$ cat src/rtl/timer_irq_ctrl_if.sv
// CPU data-port bus as seen by the interval timer.
// The CPU drives the address and strobes; the timer returns combinational load data and hit.
interface timer_irq_ctrl_if;
  logic [31:0] addr;
  logic [31:0] wdata;
  logic        we;
  logic        rd;
  logic [31:0] rdata;
  logic        hit;

  modport master (output addr, wdata, we, rd, input rdata, hit);
  modport slave  (input addr, wdata, we, rd, output rdata, hit);
endinterface

$ cat src/rtl/timer_irq_ctrl.sv
// Memory-mapped interval timer (TH reload, TL counter, TCON control/status).
// It raises a registered interrupt when TL overflows and IE is set.
module timer_irq_ctrl #(
  parameter logic [31:0] BASE_ADDR = 32'h40000000,
  parameter int unsigned PRESCALE  = 1
) (
  input  logic             clk,
  input  logic             reset,
  timer_irq_ctrl_if.slave  bus,
  output logic             irqout
);

  localparam logic [15:0] PRE_LAST = 16'(PRESCALE - 1);

  logic [31:0] th, tl, th_nxt, tl_nxt;
  logic        en, ie, st, en_nxt, ie_nxt, st_nxt;
  logic [15:0] pre, pre_nxt;
  logic        aligned, sel_th, sel_tl, sel_tcon;
  logic        wr_th, wr_tl, wr_tcon;
  logic        tick, ovf;

  assign aligned  = (bus.addr[1:0] == 2'b00);
  assign sel_th   = aligned && (bus.addr == BASE_ADDR);
  assign sel_tl   = aligned && (bus.addr == BASE_ADDR + 32'd4);
  assign sel_tcon = aligned && (bus.addr == BASE_ADDR + 32'd8);
  assign bus.hit  = sel_th | sel_tl | sel_tcon;

  assign wr_th    = bus.we & sel_th;
  assign wr_tl    = bus.we & sel_tl;
  assign wr_tcon  = bus.we & sel_tcon;

  always_comb begin
    bus.rdata = '0;
    if (bus.rd) begin
      if (sel_th)        bus.rdata = th;
      else if (sel_tl)   bus.rdata = tl;
      else if (sel_tcon) bus.rdata = {29'd0, st, ie, en};
    end
  end

  assign tick = en && (pre == PRE_LAST);
  assign ovf  = tick && (tl == 32'hFFFF_FFFF);

  // Software writes are applied last so they win over the same-cycle count/reload,
  // except that a TCON write still folds in an overflow seen with the old IE.
  always_comb begin
    th_nxt  = th;
    tl_nxt  = tl;
    pre_nxt = pre;
    en_nxt  = en;
    ie_nxt  = ie;
    st_nxt  = st;
    if (en)        pre_nxt = tick ? 16'd0 : pre + 16'd1;
    if (tick)      tl_nxt  = ovf ? th : tl + 32'd1;
    if (ovf && ie) st_nxt  = 1'b1;
    if (wr_th)     th_nxt  = bus.wdata;
    if (wr_tl) begin
      tl_nxt  = bus.wdata;
      pre_nxt = 16'd0;
      st_nxt  = st;
    end
    if (wr_tcon) begin
      en_nxt = bus.wdata[0];
      ie_nxt = bus.wdata[1];
      st_nxt = bus.wdata[2] | (ovf & ie);
      if (!bus.wdata[0]) pre_nxt = 16'd0;
    end
  end

  always_ff @(posedge clk or posedge reset) begin
    if (reset) begin
      th     <= '0;
      tl     <= '0;
      pre    <= '0;
      en     <= 1'b0;
      ie     <= 1'b0;
      st     <= 1'b0;
      irqout <= 1'b0;
    end else begin
      th     <= th_nxt;
      tl     <= tl_nxt;
      pre    <= pre_nxt;
      en     <= en_nxt;
      ie     <= ie_nxt;
      st     <= st_nxt;
      irqout <= ie & st;
    end
  end

endmodule

$ cat src/flat_wrapper.sv
// flat-port wrapper written by rule: the top's interface ports become plain ports
module timer_irq_ctrl_flat 
#(
  parameter logic [31:0] BASE_ADDR = 32'h40000000,
  parameter int unsigned PRESCALE  = 1
)
  (clk, reset, irqout, bus_addr, bus_wdata, bus_we, bus_rd, bus_rdata, bus_hit);
  timer_irq_ctrl_if bus_i ();
  input  logic clk;
  input  logic reset;
  output logic irqout;
  input wire logic [$bits(bus_i.addr)-1:0] bus_addr;
  input wire logic [$bits(bus_i.wdata)-1:0] bus_wdata;
  input wire logic [$bits(bus_i.we)-1:0] bus_we;
  input wire logic [$bits(bus_i.rd)-1:0] bus_rd;
  output wire logic [$bits(bus_i.rdata)-1:0] bus_rdata;
  output wire logic [$bits(bus_i.hit)-1:0] bus_hit;
  assign bus_i.addr = bus_addr;
  assign bus_i.wdata = bus_wdata;
  assign bus_i.we = bus_we;
  assign bus_i.rd = bus_rd;
  assign bus_rdata = bus_i.rdata;
  assign bus_hit = bus_i.hit;
  timer_irq_ctrl #(.BASE_ADDR(BASE_ADDR), .PRESCALE(PRESCALE)) u_core (.clk(clk), .reset(reset), .bus(bus_i), .irqout(irqout));
endmodule
$ cat config.mk
export PLATFORM = sky130hd
export DESIGN_NAME = timer_irq_ctrl_flat
export DESIGN_NICKNAME = d
export VERILOG_FILES = /design/src/rtl/timer_irq_ctrl_if.sv /design/src/rtl/timer_irq_ctrl.sv /design/src/flat_wrapper.sv
export SDC_FILE = /design/constraint.sdc
export NUM_CORES = 1
export LEC_CHECK = 0
export ABC_AREA = 1
export CAP_MARGIN = 10
export CORE_ASPECT_RATIO = 1.1
export CORE_UTILIZATION = 37
export DETAILED_ROUTE_END_ITERATION = 8
export PLACE_DENSITY_LB_ADDON = 0.12
export SLEW_MARGIN = 15
export SYNTH_ARGS = -nofsm -noshare
export SYNTH_HDL_FRONTEND = slang
export SYNTH_SLANG_ARGS = --single-unit
export TNS_END_PERCENT = 100
$ cat constraint.sdc
create_clock -name clk -period 3.6 [get_ports clk]
set_clock_uncertainty 0.1 [all_clocks]
set_input_delay 0.54 -clock clk [delete_from_list [all_inputs] [get_ports clk]]
set_output_delay 0.54 -clock clk [all_outputs]
set_load 0.005 [all_outputs]
### Word level (Yosys, flattened, before mapping)

Cells that the tools add are included.

| storage, ports and cells | value |
|---|---|
| register bits after elaboration | 84 |

| cells by class | value |
|---|---|
| bitwise gates (word level) | 8 |
| eq/ne operators | 5 |
| add/sub/neg operators | 2 |
| reductions and logical operators | 11 |
| multiplexer cells | 15 |

Operator list:

| cell | number |
|---|---|
| 32-bit two-way mux | 6 |
| 32-bit by 31-bit == test with 1-bit output, second input constant | 3 |
| 16-bit two-way mux | 5 |
| 32-bit by 1-bit adder with 32-bit output, second input constant | 1 |
| 32-bit == test, second input constant | 1 |
| 16-bit by 1-bit adder with 16-bit output, second input constant | 1 |
| 16-bit logical NOT | 1 |
| 1-bit logical AND | 6 |
| 1-bit bitwise AND | 5 |
| 2-bit nonzero test | 2 |
| 1-bit two-way mux | 3 |
| 3-bit two-way mux | 1 |
| 1-bit bitwise OR | 3 |
| 2-bit logical NOT | 1 |
| 2-bit inequality test, second input constant | 1 |
| 2-bit AND reduction | 1 |

### Longest topological paths before layout

Gate-level depths: netlist of run 1.

| depth | value |
|---|---|
| depth after elaboration | 7 |
| mapped depth | 15 |
| depth with buffers taken out | 14 |

### Worst setup path before layout of run 1

No wires, ideal clock.

| timing path | value |
|---|---|
| path type | input-to-output |
| from | input port bus_addr[17] |
| to | output port bus_rdata[11] |
| path buffers | 2 |
| cell stages on the path | 11 |
| path slack | 1280 ps |
| arrival time | 1680 ps |
| data required time | 2960 ps |
| path through | nor2_1 > nand2_1 > nor2_1 > nand2_1 > nor2_1 > buf_4 > nand2_1 > buf_2 > o22ai_1 > inv_1 > nor2_1 |

| on the way | value |
|---|---|
| word-level cells in the longest chain between the ends | 5 |

RTL lines:

| what | RTL line | text |
|---|---|---|
| start: declaration | flat_wrapper.sv:12 | `input wire logic [$bits(bus_i.addr)-1:0] bus_addr;` |
| 32-bit by 31-bit == test with 1-bit output | timer_irq_ctrl.sv:24 | `assign sel_tl = aligned && (bus.addr == BASE_ADDR + 32'd4);` |
| 1-bit logical AND | timer_irq_ctrl.sv:24 |  |
| 32-bit two-way mux | timer_irq_ctrl.sv:36 | `else if (sel_tl) bus.rdata = tl;` |
| 32-bit two-way mux (*) | timer_irq_ctrl.sv:35 | `if (sel_th) bus.rdata = th;` |
| 32-bit two-way mux (*) | timer_irq_ctrl.sv:34 | `if (bus.rd) begin` |
| end: declaration | flat_wrapper.sv:16 | `output wire logic [$bits(bus_i.rdata)-1:0] bus_rdata;` |

Mark *: on every way between the ends. The rest lies on a longest branch, timed or not.

### Worst setup path after layout of run 1

| timing path | value |
|---|---|
| from | input port bus_addr[30] |
| to | output port bus_rdata[9] |

Same word-level chain as after synthesis.

==> flow_metrics.py, run 1 <==
metrics = {
    "min_path": {
        "hold_path.class": "reg2reg",
        "hp-start": "u_core.st",
        "hold_end": "u_core.irqout",
        "whs_path_depth": 2,
    },
    "synth": {
        "synth_ff_type": "dfrtp_1",
        "yosysTopAreaCellShare_pct": 34.3,
        "synth-xor-area-share_pct": 4.15,
        "synth_area_leaders": "dfrtp_1, nand2_1, nor2_1, nand3_1, inv_1",
        "ys_types": 35,
        "synth_compound_area_share_pct": 8.99,
        "ys_seq_elements": 84,
        "synth_top_family_by_area": "simple AND/OR/NAND/NOR gates",
        "syn-cell-area_mm2": 0.00612,
        "synthArstFlopShare_pct": 100,
        "ys_warn_count": 0,
        "synthSimpleGateAreaFrac_pct": 41.0,
        "muxShareOfSynthArea_pct": 0,
        "ys_seq_area_share_pct": 34.3,
        "avgSynthCellArea_um2": 6.41,
        "netlist_instances": 956,
        "syn_nets": 1027,
        "synthAdderAreaFrac_pct": 0.613,
        "synth-edff-count": 0,
        "yosysTopAreaCell": "dfrtp_1",
    },
    "grt": {
        "grt_start_max_net_pins": 56,
        "antenna_found_initial": 0,
        "grt_first_pass_wirelength_um": 30100,
        "overflow": 0,
        "track_usage_pct": 22.4,
        "grt_pass1_vias": 5918,
    },
    "finish": {
        "antenna_cells": 0,
        "syn_to_final_growth_pct": 25.7,
        "final_cells": 1256,
        "drive_gt1_share_pct": 6.72,
        "layout.nets": 1122,
        "fill_cells": 1676,
    },
    "timing": {
        "rsz0062_at_grt": "no",
        "worst_pin_slew_ns": 0.817,
        "hold_viol_final": 0,
        "finalMaxSlewViolations": 0,
        "timing.fmax_mhz": 294,
        "slew-limit-headroom_pct": 45.4,
        "hold_ws_ns": 0.380,
        "fin_crit_ns": 3.41,
        "finalCritPeriodShare_pct": 94.6,
        "final.setup.tns_ns": 0,
        "setup_viol": 0,
    },
    "setup_path": {
        "crit_required_ns": 2.96,
        "slowest_delay_ns": 0.52,
        "cp_slowest_cell": "clkdlybuf4s50_1",
        "path_cells": "clkdlybuf4s50_1 -> inv_1 -> nor2_2 -> nand2_1 -> nor2_1 -> nand2_1 -> nor2_4 -> buf_4 -> clkbuf_16 -> nand3_1 -> a21oi_1 -> clkdlybuf4s50_1",
        "timing.critical_path.buf_inv": 5,
        "rr_worst_depth": 9,
        "cp-startpoint": "bus_addr[30]",
        "r2r-end": "u_core.tl[0]",
        "path_class": "in2out",
        "cp_top_family": "buffers and inverters",
        "path_max_fanout": 27,
        "r2r_setup_slack_ns": 1.01,
        "crit_arrival_ns": 2.77,
        "cp-start-kind": "input pin",
        "r2r-start": "u_core.pre[1]",
        "cp-end-kind": "primary output",
    },
    "flow_run": {
        "cap_violations": 0,
    },
    "placed_design": {
        "portBuffers": 101,
        "gp_congestion": 0.944,
        "place_inst": 1238,
        "dpl.hpwl_um": 13500,
    },
    "die": {
        "die_area_mm2": 0.0171,
        "core_mm2": 0.0159,
        "die_height_um": 137,
        "initial_core_util_pct": 38.5,
        "core.rowCount": 48,
        "chipWidth_um": 125,
        "ios": 102,
    },
    "clock_network": {
        "numCtsBuffers": 9,
        "htree_levels": 3,
        "cts.sinks": 84,
        "clk_pin_slew_ns": 0.07,
        "cts_tree": "done",
        "cts_hold_buf": 0,
        "cts-root-buf": "clkbuf_16",
        "cts.path.max_buffers": 2,
        "clock_latency_ns": 0.35,
    },
    "power": {
        "p_leak_nw": 3.48,
        "intPower_mw": 1.63,
        "p_sw_mw": 0.492,
        "clkPwrFrac_pct": 48.2,
        "seqPwrFrac_pct": 44.4,
        "swShare_pct": 23.2,
        "power_density_mw_per_mm2": 276,
        "p_comb_share_pct": 7.4,
        "max-vdd-ir-drop_v": 0.000183,
    },
    "run_status": {
        "outcome": "finished, final reports clean",
    },
    "detailed_routing": {
        "wl_per_cell_um": 14.9,
        "drtPass1Iterations": 5,
        "vias_per_cell": 4.92,
        "wirelength_um": 18700,
        "postRouteAntennaNets": 0,
        "drt_first_iter_violations": 441,
        "vias": 6182,
        "route.detailed.drc": 0,
    },
}
[cells in the final DEF, fill, tap and decap left out, drive strengths merged, types with 11 or more instances in the layout]
| master | n |
|---|---|
| nand2 | 260 |
| nor2 | 195 |
| inv | 118 |
| clkdlybuf4s50 | 101 |
| nand3 | 97 |
| dfrtp | 84 |
| o21ai | 74 |
| a21oi | 25 |
| xor2 | 16 |
| buf | 16 |
| xnor2 | 13 |
| nand4 | 12 |
| clkbuf | 11 |
[power groups by stage]
stage / logic (mW) / clock network [mW] / registers (mW)
5_1_grt: 0.174 / 1.08 / 0.943
6_report: 0.157 / 1.02 / 0.944
4_1_cts: 0.159 / 1.04 / 0.943
3_5_place_dp: 0.159 / 0 / 0.961
2_1_floorplan: 0.0534 / 0 / 0.962
3_3_place_gp: 0.158 / 0 / 0.961
[how the worst max path moves through the flow]
| stage | cells after the start | endpoint | slack (ns) |
|---|---|---|---|
| floorplan | 1 | u_core.en | 0.79 |
| global placement | 12 | bus_rdata[27] | 0.16 |
| detailed placement | 12 | bus_rdata[27] | 0.14 |
| CTS | 12 | bus_rdata[30] | 0.14 |
| global route | 13 | bus_rdata[5] | 0.003 |
| finish | 12 | bus_rdata[9] | 0.19 |
[synthesized netlist by cell type (all sizes together) (2+ instances only)]
cell type and count:
clkbuf 13, dfrtp 84, a21oi 25, nor3 9, nand4 12, nand3b 3
nand3 97, xor2 16, o21ai 74, inv 119, buf 21, xnor2 13
nor2 195, and2 2, o22ai 7, ha 3, nand2 260
[kinds of logic (layout without fill, tap and decap cells)]
kind of cell             Yosys count  after routing
AND/OR/NAND/NOR                  579            579
adder cells (fa/ha/maj)            3              3
XOR/XNOR                          29             29
flip-flops                        84             84
AO/OA/AOI/OAI                    107            107
buffers and inverters            154            254
[per-layer routing]
layer	wire length (µm)	vias up	GRT usage [%]
met5	0	-	0
met1	8950	2812	30.0
met3	750	26	3.09
met2	8600	160	36.7
li1	-	3184	-
met4	359	0	8.43
[area by class of cell]
type | count | area, µm² | share of cell area, %
clock buffer | 10 | 229 | 2.97
clock inverter | 6 | 88.8 | 1.15
inverter | 120 | 453 | 5.88
multi-input combinational | 718 | 3380 | 43.9
sequential | 84 | 2100 | 27.3
tap | 200 | 250 | 3.25
timing repair buffer | 118 | 1190 | 15.5
[what timing repair did]
| item | in CTS | in global routing |
|---|---|---|
| resized for setup | 0 | 4 |
| setup buffers | 0 | 1 |
| endpoints found under the setup margin | 0 | 8 |
[worst register-to-register path, cell delays in order, from the launching register on]
cell and delay (ns):
dfrtp_1 0.39, inv_1 0.11, ha_1 0.17, nand2_1 0.06, nor2_1 0.10, nand3_1 0.59, nand2_1 0.57, inv_2 0.20
nand2_1 0.10, nand3_1 0.08
[state kept, by name (all words and copies together), names as in the netlist]
register / count
u_core.irqout: 1
u_core.th: 32
u_core.st: 1
u_core.pre: 16
u_core.tl: 32
u_core.en: 1
u_core.ie: 1
[through the flow]
stage	worst slack, ns	util (%)	instance area, µm²	total power [mW]
after floorplan	0.795	-	6120	1.01
after global placement	0.157	46.1	7330	1.12
after detailed placement	0.142	46.1	7330	1.12
after CTS	0.141	48.1	7650	2.14
after global routing	0.00304	48.4	7700	2.19
final	0.195	48.4	7700	2.12
Note: power is estimated with default switching activity, not from simulation.
==> run 2, diff against run 1 <==
--- a/config.mk
+++ b/config.mk
@@ -8,8 +8,9 @@
 export ABC_AREA = 1
 export CAP_MARGIN = 10
 export CORE_ASPECT_RATIO = 1.1
-export CORE_UTILIZATION = 37
+export CORE_UTILIZATION = 45
 export DETAILED_ROUTE_END_ITERATION = 8
+export GPL_ROUTABILITY_DRIVEN = 1
 export PLACE_DENSITY_LB_ADDON = 0.12
 export SLEW_MARGIN = 15
 export SYNTH_ARGS = -nofsm -noshare
==> constraint.sdc (replaced) <==
create_clock -name clk -period 3.6 [get_ports clk]
set_clock_uncertainty 0.1 [all_clocks]
set_input_delay 0.54 -clock clk [delete_from_list [all_inputs] [get_ports clk]]
set_output_delay 0.54 -clock clk [all_outputs]
set_load 0.05 [all_outputs]
==> flow_metrics.py, run 2 (synthesis results as in run 1) <==
metrics = {
    "setup_path": {
        "rr_worst_depth": 11,
        "crit_arrival_ns": 2.49,
        "crit_required_ns": 2.96,
        "path_max_fanout": 32,
        "cp_top_family": "buffers and inverters",
        "slowest_delay_ns": 0.42,
        "path_cells": "clkdlybuf4s50_1 -> nor2_1 -> nand2_1 -> nor2_1 -> nand2_1 -> nor2_4 -> buf_4 -> nand3_1 -> a21oi_1 -> buf_12",
        "cp.depth": 10,
        "path_class": "in2out",
        "cp_slowest_cell": "clkdlybuf4s50_1",
        "timing.critical_path.buf_inv": 3,
        "cp-start-kind": "input pin",
        "cp-end-kind": "primary output",
    },
    "flow_run": {
        "cap_violations": 0,
    },
    "placed_design": {
        "place_area_mm2": 0.00758,
        "gp_congestion": 0.984,
        "place_inst": 1199,
        "portBuffers": 101,
        "dpl.hpwl_um": 12900,
    },
    "timing": {
        "fin_crit_ns": 3.13,
        "finalMaxSlewViolations": 0,
        "setup_viol": 0,
        "finalCritPeriodShare_pct": 86.8,
        "worst_pin_slew_ns": 0.728,
        "timing.fmax_mhz": 320,
        "rsz0062_at_grt": "no",
        "hold_viol_final": 0,
        "slew-limit-headroom_pct": 51.5,
        "final.setup.tns_ns": 0,
    },
    "finish": {
        "reg_top3": "u_core.th x32, u_core.tl x32, u_core.pre x16",
        "drive_gt1_share_pct": 9.30,
        "layout.nets": 1120,
        "final_cell_area_mm2": 0.00785,
        "final_cells": 1215,
        "layout_common_cells": "nand2_1, nor2_1, inv_1, nand3_1, dfrtp_1",
        "antenna_cells": 0,
        "final_common_cell": "nand2_1",
        "fin_util_pct": 59.4,
        "fill_cells": 1307,
        "syn_to_final_growth_pct": 28.3,
    },
    "die": {
        "ios": 102,
        "core.rowCount": 44,
        "die_height_um": 124,
        "initial_core_util_pct": 46.3,
        "chipWidth_um": 113,
        "core_mm2": 0.0132,
        "die_area_mm2": 0.0141,
    },
    "clock_network": {
        "cts_hold_buf": 0,
        "cts-root-buf": "clkbuf_16",
        "clock_latency_ns": 0.36,
        "htree_levels": 3,
        "cts.path.max_buffers": 2,
        "cts_tree": "done",
        "cts.sinks": 84,
        "ctsResizeCount": 0,
        "clk_pin_slew_ns": 0.07,
        "numCtsBuffers": 9,
        "postCtsSetupBuffers": 0,
    },
    "grt": {
        "grt_pass1_vias": 6014,
        "antenna_found_initial": 0,
        "overflow": 0,
        "track_usage_pct": 26.3,
        "grt_first_pass_wirelength_um": 29400,
        "grt_start_max_net_pins": 65,
    },
    "power": {
        "power_density_mw_per_mm2": 252,
        "p_leak_nw": 3.60,
        "max-vdd-ir-drop_v": 0.000154,
    },
    "min_path": {
        "whs_path_depth": 2,
        "hold_path.class": "reg2reg",
    },
    "detailed_routing": {
        "wirelength_um": 17300,
        "postRouteAntennaNets": 0,
        "vias": 6232,
        "drtPass1Iterations": 6,
        "route.detailed.drc": 0,
        "drt_first_iter_violations": 462,
        "wl_per_cell_um": 14.2,
        "vias_per_cell": 5.13,
    },
    "run_status": {
        "outcome": "finished, final reports clean",
    },
}
[run 2: layout make-up]
cell class / instances / area (µm²) / share of cell area (%)
Clock buffer: 9 / 225 / 2.87
Clock inverter: 7 / 51.3 / 0.653
Inverter: 120 / 453 / 5.77
Multi-Input combinational cell: 718 / 3360 / 42.8
Sequential cell: 84 / 2100 / 26.8
Tap cell: 161 / 201 / 2.56
Timing Repair Buffer: 116 / 1460 / 18.5
[run 2: through the flow]
| stage | power [mW] | hold WS [ns] | setup WS (ns) |
|---|---|---|---|
| 6_report | 1.98 | 0.372 | 0.474 |
| 5_1_grt | 2.05 | 0.413 | 0.257 |
| 4_1_cts | 2.00 | 0.384 | 0.465 |
| 3_5_place_dp | 1.12 | 0.368 | 0.463 |
| 3_3_place_gp | 1.11 | 0.351 | 0.475 |
| 2_1_floorplan | 1.01 | 0.336 | 0.705 |
[run 2: report_power, final]
group	internal, mW	switching, mW	total, mW
sequential	0.943	0.0000358	0.944
combinational	0.0776	0.0741	0.152
clock	0.470	0.418	0.887
total	1.49	0.492	1.98
[run 2: worst min-delay path, stage by stage (launching register included)]
cell	delay [ns]
dfrtp_1	0.34
nand2_1	0.06
inv_1	0.04
[run 2: routing by layer]
metal | wire length [µm] | global-route usage, % | vias up | share of wire (%)
met2 | 8100 | 42.0 | 189 | 47
met3 | 920 | 4.62 | 30 | 5.3
li1 | - | - | 3194 | -
met5 | 0 | 0 | - | 0
met4 | 308 | 7.74 | 0 | 1.8
met1 | 7980 | 36.2 | 2819 | 46
[run 2: final timing paths]
kind / start / to / slack (ns)
setup / recovery: bus_addr[15] / bus_rdata[4] / 0.47
hold / removal: u_core.st / u_core.irqout / 0.37
setup reg to reg: u_core.pre[1] / u_core.tl[0] / 1.22
hold reg to reg: u_core.st / u_core.irqout / 0.37
max in group asynchronous: reset / u_core.tl[4] / 2.22
min in group asynchronous: reset / u_core.th[20] / 0.50
